--- src/rtl/sd_rrarb_pkt.sv ---
// sd_rrarb_pkt: packet-aware round-robin arbiter merging several srdy/drdy
// producer streams into one registered output stream. In packet mode a port
// that sends a non-final beat keeps the grant until its eop beat transfers.
module sd_rrarb_pkt #(
    parameter int inputs   = 4,
    parameter int width    = 8,
    parameter int isz      = $clog2(inputs),
    parameter int pkt_mode = 1
) (
    input  logic                      clk,
    input  logic                      reset,
    input  logic [inputs-1:0]         c_srdy,
    output logic [inputs-1:0]         c_drdy,
    input  logic [inputs*width-1:0]   c_data,
    input  logic [inputs-1:0]         c_eop,
    output logic                      p_srdy,
    input  logic                      p_drdy,
    output logic [width-1:0]          p_data,
    output logic                      p_eop,
    output logic [isz-1:0]            p_grant
);

    typedef enum logic {ARB, LOCK} state_t;

    state_t           state_q, state_d;
    logic [isz-1:0]   last_q, last_d;
    logic [isz-1:0]   lock_idx_q, lock_idx_d;
    logic             p_srdy_q, p_srdy_d;
    logic [width-1:0] p_data_q, p_data_d;
    logic             p_eop_q, p_eop_d;
    logic [isz-1:0]   p_grant_q, p_grant_d;

    logic [isz-1:0]   arb_sel;
    logic             arb_found;
    logic [isz-1:0]   sel;
    logic             req_ok;
    logic             load;
    logic             xfer;
    logic [width-1:0] sel_data;
    logic             sel_eop;
    int               idx;

    // Round-robin search starting just after the last winner, wrapping explicitly at inputs-1.
    always_comb begin
        arb_sel   = '0;
        arb_found = 1'b0;
        idx       = 0;
        for (int k = 1; k <= inputs; k++) begin
            idx = int'(last_q) + k;
            if (idx >= inputs) begin
                idx = idx - inputs;
            end
            if (!arb_found && c_srdy[idx[isz-1:0]]) begin
                arb_sel   = isz'(idx);
                arb_found = 1'b1;
            end
        end
    end

    // Handshake: the selected port may transfer whenever the output register can accept a beat.
    always_comb begin
        load     = !p_srdy_q || p_drdy;
        sel      = (state_q == LOCK) ? lock_idx_q : arb_sel;
        req_ok   = (state_q == LOCK) ? c_srdy[lock_idx_q] : arb_found;
        xfer     = !reset && load && req_ok;
        sel_data = c_data[int'(sel)*width +: width];
        sel_eop  = c_eop[sel];
        c_drdy   = '0;
        if (xfer) begin
            c_drdy[sel] = 1'b1;
        end
    end

    // Next-state: capture a transferred beat, update the fairness pointer and the packet lock.
    always_comb begin
        state_d    = state_q;
        last_d     = last_q;
        lock_idx_d = lock_idx_q;
        p_srdy_d   = p_srdy_q;
        p_data_d   = p_data_q;
        p_eop_d    = p_eop_q;
        p_grant_d  = p_grant_q;
        if (xfer) begin
            p_srdy_d  = 1'b1;
            p_data_d  = sel_data;
            p_eop_d   = sel_eop;
            p_grant_d = sel;
            last_d    = sel;
            if ((pkt_mode != 0) && !sel_eop) begin
                state_d    = LOCK;
                lock_idx_d = sel;
            end else begin
                state_d = ARB;
            end
        end else if (p_srdy_q && p_drdy) begin
            p_srdy_d = 1'b0;
        end
    end

    // State and output registers; reset abandons any partial packet and drops the held beat.
    always_ff @(posedge clk) begin
        if (reset) begin
            state_q    <= ARB;
            last_q     <= isz'(inputs - 1);
            lock_idx_q <= '0;
            p_srdy_q   <= 1'b0;
            p_data_q   <= '0;
            p_eop_q    <= 1'b0;
            p_grant_q  <= '0;
        end else begin
            state_q    <= state_d;
            last_q     <= last_d;
            lock_idx_q <= lock_idx_d;
            p_srdy_q   <= p_srdy_d;
            p_data_q   <= p_data_d;
            p_eop_q    <= p_eop_d;
            p_grant_q  <= p_grant_d;
        end
    end

    assign p_srdy  = p_srdy_q;
    assign p_data  = p_data_q;
    assign p_eop   = p_eop_q;
    assign p_grant = p_grant_q;

endmodule
--- config.mk ---
export PLATFORM = sky130hd
export DESIGN_NAME = sd_rrarb_pkt
export DESIGN_NICKNAME = d
export VERILOG_FILES = /design/src/rtl/sd_rrarb_pkt.sv
export SDC_FILE = /design/constraint.sdc
export NUM_CORES = 1
export LEC_CHECK = 0
export CAP_MARGIN = 20
export CORE_UTILIZATION = 37
export DETAILED_ROUTE_END_ITERATION = 8
export PLACE_DENSITY = 0.75
export SYNTH_ARGS = -nofsm -noshare
export SYNTH_HDL_FRONTEND = slang
export SYNTH_SLANG_ARGS = --single-unit
--- constraint.sdc ---
create_clock -name clk -period 1.8 [get_ports clk]
set_input_delay 0.27 -clock clk [delete_from_list [all_inputs] [get_ports clk]]
set_output_delay 0.27 -clock clk [all_outputs]
set_load 0.05 [all_outputs]
* Yosys cells after proc, flatten, opt, wreduce, memory -nomap -nowiden
Index checks and enable logic that the tools add are counted.
Word-level totals: register bits 17, input bits 43, word-level logic and storage cells 75
Operators by class: $add $sub $neg 8, $lt $le $gt $ge 11, shifts and indexed selects 1, multiplexer cells 32, bitwise operators 1, reduce and logical (&&, ||, !) cells 15
Operators with widths (number):
- $shiftx A32 B6 Y8 | 1
- $lt A2 B3 Y1 const B | 6
- $mux W2 | 9
- $mux W1 | 15
- $bmux W1 S2 | 6
- $ge A3 B3 Y1 const B | 3
- $sub A2 B1 Y2 const B | 4
- $logic_and A1 B1 Y1 | 7
- $add A2 B2 Y3 const B | 2
- $logic_not A1 Y1 | 5
- $add A2 B3 Y4 const B | 1
- $ge A4 B3 Y1 const B | 1
- $mux W4 | 1
- $add A2 B1 Y3 const B | 1
- $demux W1 S2 | 1
- $ge A2 B1 Y1 const B | 1
- $reduce_and A2 Y1 | 1
- $reduce_bool A2 Y1 | 1
- $logic_or A1 B1 Y1 | 1
- $not A1 Y1 | 1

* Depth between registers and ports, before layout
depth after elaboration 21, mapped depth 9, depth with buffers taken out 7

* Worst setup path before layout
Ideal clock, no wire load.
path kind reg-to-output, start point reg last_q[0], end point out c_drdy[1], data arrival time 2.136 ns, required time 1.530 ns, slack -0.606 ns, cell stages (with the launch flop) 8, buffers on the path 1, cells stage by stage dfxtp_1 -> buf_4 -> nor2b_1 -> o21bai_1 -> a211oi_2 -> nor4_2 -> nand2_2 -> nor2_1
On the way: word-level cells in the longest chain between the ends 21, elaborated cells on any way between the ends 47
Ends and longest elaborated chain:
- start: declaration | RTL line 26 | logic [isz-1:0] last_q, last_d;
- start signal: assignment | RTL line 104 | last_q <= isz'(inputs - 1);
- start signal: assignment | RTL line 112 | last_q <= last_d;
- $add A2 B1 Y3 | RTL line 49 | idx = int'(last_q) + k;
- $ge A3 B3 Y1 or $sub A2 B1 Y2 (tied branches) | RTL line 50, 51
- $mux W2 | RTL line 50 | if (idx >= inputs) begin
- $bmux W1 S2 | RTL line 53 | if (!arb_found && c_srdy[idx[isz-1:0]]) begin
- $mux W1 (implied by the code) | RTL line 53
- $mux W1 | RTL line 53
- $logic_not A1 Y1 | RTL line 53
- $logic_and A1 B1 Y1 | RTL line 53
- [... 5 more ...]
- $logic_and A1 B1 Y1 | RTL line 53
- $mux W2 | RTL line 53
- $mux W2 | RTL line 63 | sel = (state_q == LOCK) ? lock_idx_q : arb_sel;
- $lt A2 B3 Y1 (implied by the code) or $ge A2 B1 Y1 (tied branches) | RTL line 70 | c_drdy[sel] = 1'b1;
- $logic_and A1 B1 Y1 (implied by the code) | RTL line 70
- $mux W1 (implied by the code) | RTL line 70
- $demux W1 S2 | RTL line 70
- $mux W4 (*) | RTL line 69 | if (xfer) begin
- end: declaration | RTL line 13 | output logic [inputs-1:0] c_drdy,
Every way passes the cells marked *; elsewhere a longest branch is shown, timed or not. The select of a mux whose other input is x is not followed.

* Final worst setup path
start point reg last_q[1], end point out c_drdy[0]
The elaborated chain is that of the path after synthesis.

==> impl_results.md <==
- Die H: 60.24 um
- Yosys top cell area share: 27.12%
- Detailed Route WL: 4459 um
- Die width: 60.24 um
- Design Area, Final: 2396 sq um
- Worst Path Required: 1.53 ns
- Final Core Density: 76.60%
- Avg WL per Cell: 16.27 um
- Vias in the first global route: 1465
- Max Freq: approximately 430 MHz
- Most used flip-flop cell after synthesis: dfxtp_1
- Seq/Total Area, Yosys: 27.12%
- Sequential share of power: 19.9%
- Min Clock Period, post-route: approximately 2.3 ns
- Die area: 3629 sq um
- Int Power: 1.591 mW
- Grt ovf: 0
- TritonRoute pass-1 iters: 4
- Routability cong.: slightly below 0.8
- Final Skew: 0.005460 ns
- Library cells used by synthesis: 41
- Top Ports: between 50 and 60
- Worst-path maximum fanout: 5
- Worst Setup Start Kind: flop
- # diodes: 0
- Sw Share: 44.39%
- Layout cells sized above 1: 37.83%
- Clk buf depth: 2
- Initial antenna violation count: 0
- H-tree depth: 1
- Unrepaired setup endpoints after global routing: yes
- Area growth syn-to-layout: 90.93%
- Core Region: 3128 sq um
- DR DRC count: 0
- Largest vdd supply drop: 0.8723 mV
- Final-report hold violation count: 0
- YS warnings: 0
- Power share of the combinational group: 72.5%
- CTS tree: done
- EDFF count, synth: 0
- Slew @ Worst Pin: 0.5300 ns
- Maxcap violations: 0
- Worst slew margin relative to its limit: 64.55%
- Post-synthesis async set-or-reset flop share: 0%
- Yosys reg bits: 17
- Outcome: finished, violations left
- # rows: 20
- Worst setup margin: -0.5061 ns
- HP Class: reg2reg
- GRT Overall Usage: 25.04%
- Iteration-0 DRC Markers: 35
- Global-route wire length before repair: around 6600 um
- Routed vias/inst: 5.292
- Pwr Total: 2.861 mW
- Post-DP HPWL: slightly above 3000 um
- Switching pwr: roughly 1.3 mW
- Pre-CTS setup slack: -0.7111 ns
- Endpoints failing setup: 21
- Failing checks: negative setup slack
- Cells after Synth: 140
- CTS sink cnt: 17
- Worst-Skew Late Latency: roughly 0.30 ns
- Clock group share of total power: 7.6%
- Critical path type: reg2out
- Nets: 274
- Arrival time at the worst endpoint: 2.04 ns
- Largest net degree at the start of global routing: 13
- I/O Buffers: 58
- Placed cells: 262
- Largest area contributor in the netlist: dfxtp_1
- Cell Area, Synth: 1255 sq um
- Area contributors post-synth: dfxtp_1 (27%), mux2i_1 (14%), a21oi_1 (4.8%)
- Final-report max-slew violation count: 0
- Syn nets: roughly 180
- ANT nets after route: 0
- Fin cells: 274
- Initial core utilization: 40.12%
- Period utilization: 128.1%
- Avg Inst Size Synth: 8.964 sq um
- Clock root buffer: clkbuf_4
- Pwr Density: 1194 nW/um^2
- Static Leakage: between 1 and 1.5 nW
- CP Capture Type: output pin
- CTS Buf Count: 3
- Cell Area, Placed: around 2200 sq um
- Clk slew on worst S/H paths: 0.10 ns
- Routed vias: 1450
==> stage by stage <==
stage               hold WS, ns  TNS [ns]
floorplan                0.4708    -1.190
global placement         0.4428    -13.45
detailed placement       0.4520    -13.46
CTS                      0.4660    -5.259
global route             0.5058    -8.547
finish                   0.4693    -6.277
==> power by group through the flow <==
stage	Sequential (mW)	Clock, mW	Combinational [mW]
floorplan	0.808	0	0.910
global placement	0.565	0	1.73
detailed placement	0.568	0	1.76
CTS	0.563	0.211	1.91
global route	0.582	0.239	2.17
finish	0.569	0.218	2.08
==> metal layers <==
layer	global-route usage, %	up-vias	part of all wire (%)
li1	-	692	-
met1	28.25	687	39
met2	44.58	60	53
met3	5.628	11	5.9
met4	10.63	0	2.5
met5	0	-	0
==> final cells by class <==
cell class                 count  area [sq um]
timing repair buffer          97         949.7
inverter                       3         11.26
clock buffer                   4         26.28
sequential                    17         349.1
multi-input combinational    109          1005
fill                         219         732.0
tap                           44         55.05
==> state kept, by name, indices dropped and copies added, names as in the netlist <==
register    count
p_srdy          1
p_grant         2
last_q          2
p_eop           1
p_data          8
state_q         1
lock_idx_q      2
==> cells by family after synthesis <==
logic type | Yosys count | synth area share, %
AO/OA/AOI/OAI | 39 | 24.43
AND/OR/NAND/NOR | 45 | 19.84
multiplexers | 25 | 22.43
flip-flops | 17 | 27.12
buffers and inverters | 14 | 6.181
==> placed cells by master, fill, tap and decap left out, types with 3 or more instances in the layout <==
master	netlist	layout
a21oi_2	0	8
buf_6	1	7
nor2_4	1	6
o22a_1	4	4
nand2_4	0	3
o21ai_1	1	3
o21ai_0	6	3
nand2b_1	5	4
dfxtp_1	17	14
mux2_4	0	5
nor2_1	9	4
nand2_1	12	11
mux2i_1	18	18
clkbuf_4	0	3
clkdlybuf4s50_1	0	48
buf_4	3	31
a21oi_1	12	4
buf_12	0	4
dlygate4sd2_1	0	4
nand3b_1	6	6
==> Yosys cell counts, types with 2 or more instances <==
library cell / n
o21ai_0: 6
a21o_1: 2
mux2_2: 5
mux2i_1: 18
nand2_1: 12
buf_4: 3
clkbuf_1: 2
o21bai_1: 2
nor2_1: 9
nand3b_1: 6
nand2b_1: 5
mux4_2: 2
dfxtp_1: 17
a21oi_1: 12
buf_2: 5
nor2b_1: 3
inv_1: 3
nand2_2: 2
o22a_1: 4
==> critical path, cell delays in order, from the launching register on <==
cell	delay, ns
dfxtp_4	0.38
buf_12	0.12
nor3b_4	0.14
o211ai_1	0.13
a211oi_4	0.12
nor4_4	0.30
buf_4	0.21
nand2_4	0.08
nor2_4	0.11
buf_12	0.14
==> repair_timing <==
action / in CTS / in global routing
endpoints found under the setup margin: 21 / 22
gates resized for setup: 22 / 26
cloned: 0 / 0
hold buffers: 0 / 0
buffers inserted: 7 / 5
pin swaps: 13 / 9
==> worst paths after layout <==
kind,cells after the start,startpoint,endpoint,slack (ns)
setup reg to reg,12,last_q[1],p_data[1],-0.43
setup / recovery,9,last_q[1],c_drdy[0],-0.51
hold reg to reg,2,p_grant[1],p_grant[1],0.47
hold / removal,2,p_grant[1],p_grant[1],0.47
(Power assumes the default switching activity.)
